File: src/rtl/rfq_pkg.sv
// Shared types and constants for the 74670 register-file write queue.
package rfq_pkg;

    localparam int REG_ADDR_W = 2;
    localparam int REG_DATA_W = 4;

    typedef enum logic [1:0] {
        IDLE   = 2'd0,
        SETUP  = 2'd1,
        STROBE = 2'd2,
        HOLD   = 2'd3
    } state_t;

    typedef struct packed {
        logic [REG_ADDR_W-1:0] addr;
        logic [REG_DATA_W-1:0] data;
    } entry_t;

endpackage

File: src/rtl/rfq_fifo.sv
// Entry storage for pending register-file writes. The whole entry array is
// exposed so the top level can search it for read forwarding.
module rfq_fifo
    import rfq_pkg::*;
#(
    parameter int DEPTH = 4
) (
    input  logic                     clk,
    input  logic                     reset,
    input  logic                     push,
    input  entry_t                   push_entry,
    input  logic                     pop,
    output entry_t                   head_entry,
    output logic [$clog2(DEPTH)-1:0] head,
    output logic [$clog2(DEPTH):0]   count,
    output entry_t [DEPTH-1:0]       entries,
    output logic                     full,
    output logic                     empty
);

    localparam int PW = $clog2(DEPTH);

    logic [PW-1:0] tail;

    // Pointer and occupancy bookkeeping; pointers wrap naturally at DEPTH.
    always_ff @(posedge clk) begin
        if (reset) begin
            head  <= '0;
            tail  <= '0;
            count <= '0;
        end else begin
            if (push) tail <= tail + 1'b1;
            if (pop)  head <= head + 1'b1;
            case ({push, pop})
                2'b10:   count <= count + 1'b1;
                2'b01:   count <= count - 1'b1;
                default: count <= count;
            endcase
        end
    end

    // Storage is not reset; occupancy alone decides which slots are live.
    always_ff @(posedge clk) begin
        if (push) entries[tail] <= push_entry;
    end

    assign head_entry = entries[head];
    assign full       = (count == (PW+1)'(DEPTH));
    assign empty      = (count == '0);

endmodule

File: src/rtl/regfile_write_queue.sv
// Write queue in front of a 74670 4x4 register file. Queued writes are
// replayed with a setup / low strobe / hold sequence, and reads are
// forwarded from pending writes so software sees the newest value at once.
//
//   state  | meaning
//   IDLE   | nothing in flight, waiting for a queued entry
//   SETUP  | in-flight address/data presented, strobe still high
//   STROBE | strobe low for WR_CYCLES cycles
//   HOLD   | strobe high again, address/data held one more cycle
module regfile_write_queue
    import rfq_pkg::*;
#(
    parameter int DEPTH     = 4,
    parameter int WR_CYCLES = 3
) (
    input  logic                  clk,
    input  logic                  reset,
    input  logic                  in_valid,
    output logic                  in_ready,
    input  logic [REG_ADDR_W-1:0] in_addr,
    input  logic [REG_DATA_W-1:0] in_data,
    output logic                  _wr_en,
    output logic [REG_ADDR_W-1:0] wr_addr,
    output logic [REG_DATA_W-1:0] wr_data,
    input  logic [REG_ADDR_W-1:0] rd_addr,
    input  logic [REG_DATA_W-1:0] rf_rd_data,
    output logic [REG_DATA_W-1:0] rd_data,
    output logic                  busy
);

    localparam int PW = $clog2(DEPTH);
    localparam logic [3:0] STROBE_LOAD = 4'(WR_CYCLES - 1);

    state_t             state;
    entry_t             inflight;
    logic               inflight_vld;
    logic [3:0]         strobe_cnt;
    logic               pop;
    entry_t             in_entry;
    entry_t             head_entry;
    logic [PW-1:0]      fifo_head;
    logic [PW:0]        fifo_count;
    entry_t [DEPTH-1:0] fifo_entries;
    logic               fifo_full;
    logic               fifo_empty;
    logic [PW-1:0]      idx;

    assign in_entry = '{addr: in_addr, data: in_data};
    assign in_ready = ~fifo_full & ~reset;
    assign pop      = ((state == IDLE) || (state == HOLD)) && !fifo_empty;
    assign busy     = (fifo_count != '0) || (state != IDLE);
    assign wr_addr  = inflight.addr;
    assign wr_data  = inflight.data;

    rfq_fifo #(.DEPTH(DEPTH)) u_fifo (
        .clk        (clk),
        .reset      (reset),
        .push       (in_valid & in_ready),
        .push_entry (in_entry),
        .pop        (pop),
        .head_entry (head_entry),
        .head       (fifo_head),
        .count      (fifo_count),
        .entries    (fifo_entries),
        .full       (fifo_full),
        .empty      (fifo_empty)
    );

    // Write sequencer; the strobe is a flop so it can never glitch.
    always_ff @(posedge clk) begin
        if (reset) begin
            state        <= IDLE;
            _wr_en       <= 1'b1;
            inflight     <= '0;
            inflight_vld <= 1'b0;
            strobe_cnt   <= '0;
        end else begin
            case (state)
                IDLE: begin
                    if (!fifo_empty) begin
                        state        <= SETUP;
                        inflight     <= head_entry;
                        inflight_vld <= 1'b1;
                    end
                end
                SETUP: begin
                    state      <= STROBE;
                    _wr_en     <= 1'b0;
                    strobe_cnt <= STROBE_LOAD;
                end
                STROBE: begin
                    if (strobe_cnt == '0) begin
                        state  <= HOLD;
                        _wr_en <= 1'b1;
                    end else begin
                        strobe_cnt <= strobe_cnt - 1'b1;
                    end
                end
                HOLD: begin
                    if (!fifo_empty) begin
                        state    <= SETUP;
                        inflight <= head_entry;
                    end else begin
                        state        <= IDLE;
                        inflight_vld <= 1'b0;
                    end
                end
                default: state <= IDLE;
            endcase
        end
    end

    // Forwarding: in-flight entry is oldest, then FIFO head to tail; later
    // matches override earlier ones so the youngest write wins.
    always_comb begin
        rd_data = rf_rd_data;
        idx     = '0;
        if (inflight_vld && (inflight.addr == rd_addr)) rd_data = inflight.data;
        for (int i = 0; i < DEPTH; i++) begin
            idx = fifo_head + PW'(i);
            if (((PW+1)'(i) < fifo_count) && (fifo_entries[idx].addr == rd_addr))
                rd_data = fifo_entries[idx].data;
        end
    end

endmodule
File: config.mk
export PLATFORM = sky130hd
export DESIGN_NAME = regfile_write_queue
export DESIGN_NICKNAME = d
export VERILOG_FILES = /design/src/rtl/rfq_pkg.sv /design/src/rtl/rfq_fifo.sv /design/src/rtl/regfile_write_queue.sv
export SDC_FILE = /design/constraint.sdc
export NUM_CORES = 1
export LEC_CHECK = 0
export CORE_AREA = 2 2 78 80
export DETAILED_ROUTE_END_ITERATION = 8
export DIE_AREA = 0 0 80 82
export GPL_TIMING_DRIVEN = 1
export PLACE_DENSITY = 0.75
export SETUP_SLACK_MARGIN = 0.2
export SYNTH_ARGS = -nofsm -noshare
export SYNTH_HDL_FRONTEND = slang
export SYNTH_HIERARCHICAL = 1
export SYNTH_SLANG_ARGS = --single-unit
File: constraint.sdc
create_clock -name clk -period 3.28 [get_ports clk]
set_input_delay 0.984 -clock clk [delete_from_list [all_inputs] [get_ports clk]]
set_output_delay 0.984 -clock clk [all_outputs]
set_load 0.005 [all_outputs]
==> flow_metrics.env <==
export IMPL_die_area_um2=6560
export IMPL_synth_seq_cells=45
export IMPL_ir_worst_vdd_mv=0.426
export IMPL_vias_per_cell=5.79
export IMPL_grt_max_degree=22
export IMPL_leakage_nw=1.36
export IMPL_dieHeight_um=82
export IMPL_worstRegToRegCells=9
export IMPL_root_buffer="clkbuf_8"
export IMPL_dpl_hpwl_mm=5.04
export IMPL_grt_ovfl_total=0
export IMPL_cap_violations=0
export IMPL_ant_nets=0
export IMPL_antenna_found_initial=0
export IMPL_final_cell_area_um2=3810
export IMPL_arrival_ns=2.44
export IMPL_outcome="finished with violations"
export IMPL_drt_iter0_drc=174
export IMPL_timing_hold_ws_ns=0.503
export IMPL_worst_pin_slew_ns=0.629
export IMPL_synth_top_cell_area_share=0.240
export IMPL_rows=28
export IMPL_gp_congestion=0.928
export IMPL_finClkSkew_ns=0.00658
export IMPL_violations="setup timing"
export IMPL_placed_cell_area_um2=3580
export IMPL_cts_buffers_inserted=5
export IMPL_clock_sinks=45
export IMPL_fin_nets=377
export IMPL_syn_nets=323
export IMPL_synth_area_um2=3000
export IMPL_startpoint_type="input pin"
export IMPL_period_needed_ns=3.43
export IMPL_final_core_util=0.663
export IMPL_clk_pin_slew_ns=0.08
export IMPL_clockBufferDepth=2
export IMPL_h_tree_depth=2
export IMPL_synth_edff_count=24
export IMPL_maxSlewViolCount=0
export IMPL_cts_tree="built"
export IMPL_wl_per_cell_um=15.7
export IMPL_core_area_um2=5750
export IMPL_synth_area_leaders="edfxtp_1, dfxtp_1, mux2i_1"
export IMPL_clock_latency_ns=0.29
export IMPL_vias=2465
export IMPL_portBuffers=27
export IMPL_ioPinCount=28
export IMPL_holdPathStages=2
export IMPL_grt_pass1_vias=2292
export IMPL_start_util=0.522
export IMPL_synth_top_cell_by_area="edfxtp_1"
export IMPL_r2r_start="state[0]"
export IMPL_drt_pass1_iter_count=4
export IMPL_rsz0062_at_grt="yes"
export IMPL_fin_ws_ns=-0.146
export IMPL_synth_cells=296
export IMPL_dp_slack_ns=-0.947
export IMPL_relSlewSlack=0.581
export IMPL_grt_pass1_wl_mm=10.9
export IMPL_final_cell_mix="nand2_1, buf_4, mux2i_1"
export IMPL_postSynth_asyncResetShare=0
export IMPL_yosysUniqueCellTypes=49
export IMPL_whs_endpoint="wr_data[1]"
export IMPL_areaGrowthSynthToFinish_pct=26.9
export IMPL_regToRegSetupSlack_ns=0.82
export IMPL_critPathRequiredTime_ns=2.30
export IMPL_powerDensity_nw_per_um2=693
export IMPL_cp_end_kind="primary output"
export IMPL_ys_flop_type="edfxtp_1"
export IMPL_clock_fmax_ghz=0.292
export IMPL_yosysWarnings=6
export IMPL_diodes=0
export IMPL_hp_class="reg -> reg"
export IMPL_finalCritPeriodShare=1.04
export IMPL_setup_violations=4
export IMPL_track_usage=0.214
export IMPL_final_common_cell="nand2_1"
export IMPL_avgSynthCellArea_um2=10.1
export IMPL_worstSetupPathType="in -> out"
export IMPL_cp_max_fo=4
export IMPL_drive_gt1_frac=0.259
export IMPL_postRouteWirelength_mm=6.70
export IMPL_die_w_um=80
export IMPL_hold_start="wr_data[1]"
export IMPL_hold_viol_final=0
export IMPL_p_total_mw=2.64
export IMPL_rr_endpoint="u_fifo/count[2]"
export IMPL_ys_seq_area_frac=0.380
export IMPL_drc=0
## state kept, by name (all words and copies together) (netlist names)
register and count:
u_fifo/count 3, inflight_vld 1, _wr_en 1, state 2, u_fifo/head 2, strobe_cnt 4, wr_data 4, u_fifo/tail 2
wr_addr 2, u_fifo/entries 24
## worst max-delay path, stage by stage
cell	delay (ns)
buf_2	0.13
buf_4	0.15
xnor2_1	0.15
buf_4	0.15
nand4_1	0.12
a32oi_2	0.21
mux2i_2	0.12
a311oi_2	0.27
buf_2	0.16
## routing by layer
| layer | vias to the layer above | wire length (um) | track usage |
|---|---|---|---|
| li1 | 1203 | - | - |
| met1 | 1194 | 3070 | 0.290 |
| met2 | 60 | 3300 | 0.353 |
| met3 | 8 | 258 | 0.0418 |
| met4 | 0 | 65 | 0.0610 |
| met5 | - | 0 | 0 |
## how the worst max path moves through the flow
| stage | start | end | slack (ns) | depth (start not counted) |
|---|---|---|---|---|
| finish | rd_addr[1] | rd_data[3] | -0.15 | 9 |
| global route | u_fifo/entries[5] | rd_data[1] | -0.24 | 8 |
| CTS | u_fifo/entries[11] | rd_data[1] | -0.15 | 8 |
| detailed placement | rd_addr[0] | rd_data[3] | -0.95 | 8 |
| global placement | rd_addr[0] | rd_data[0] | -0.92 | 8 |
| floorplan | rd_addr[0] | rd_data[0] | 0.18 | 6 |
## cell families after synthesis
| group | count (synthesis) | synth area share |
|---|---|---|
| buf+inv | 30 | 0.0467 |
| flops | 45 | 0.380 |
| xor+xnor | 14 | 0.0459 |
| fa+ha+maj | 12 | 0.0525 |
| mux | 42 | 0.186 |
| simple gates | 92 | 0.148 |
| compound gates | 61 | 0.140 |
## synthesized netlist by cell type (3+ instances only)
cell type   n
dfxtp_1    21
ha_1       11
a21boi_0    4
inv_1      14
edfxtp_1   24
a2111oi_0   4
xnor2_1     6
buf_4       3
a311oi_1    8
a32oi_1     4
nor2_1     18
o31ai_1     5
clkbuf_1    8
o21ai_1     3
nand2_1    35
mux4_2     11
mux2i_1    30
o21ai_0    11
xor2_1      6
nand3_1     4
and2_1     13
nand4_1     4
nor3_1      3
a21oi_1    13
## per-stage QoR
stage | cells | TNS (ns)
final | 426 | -0.498
after floorplan | 296 | 0
after global placement | 416 | -3.66
after detailed placement | 416 | -3.75
after CTS | 424 | -0.543
after global routing | 426 | -0.884
## where the power goes
part / internal, mW / leakage [nW] / switching (mW)
clock network: 0.229 / 0.0554 / 0.179
registers: 0.687 / 0.391 / 0.0964
logic: 0.697 / 0.913 / 0.751
total: 1.61 / 1.36 / 1.03
## layout make-up
cell class                 count  area [um^2]
sequential                    45         1140
clock buffer                   6         72.6
inverter                      15         56.3
clock inverter                 2         38.8
timing repair buffer          62          524
tap                           75         93.8
fill                         471         1940
multi-input combinational    221         1880
## repair_timing
item | 4_1_cts | 5_1_grt
gates resized for setup | 47 | 5
hold buffers | 0 | 0
setup endpoints to repair | 5 | 5
hold endpoints to repair | 0 | 0
pin swaps | 8 | 3
buffers inserted | 0 | 2
(Power assumes the default switching activity.)
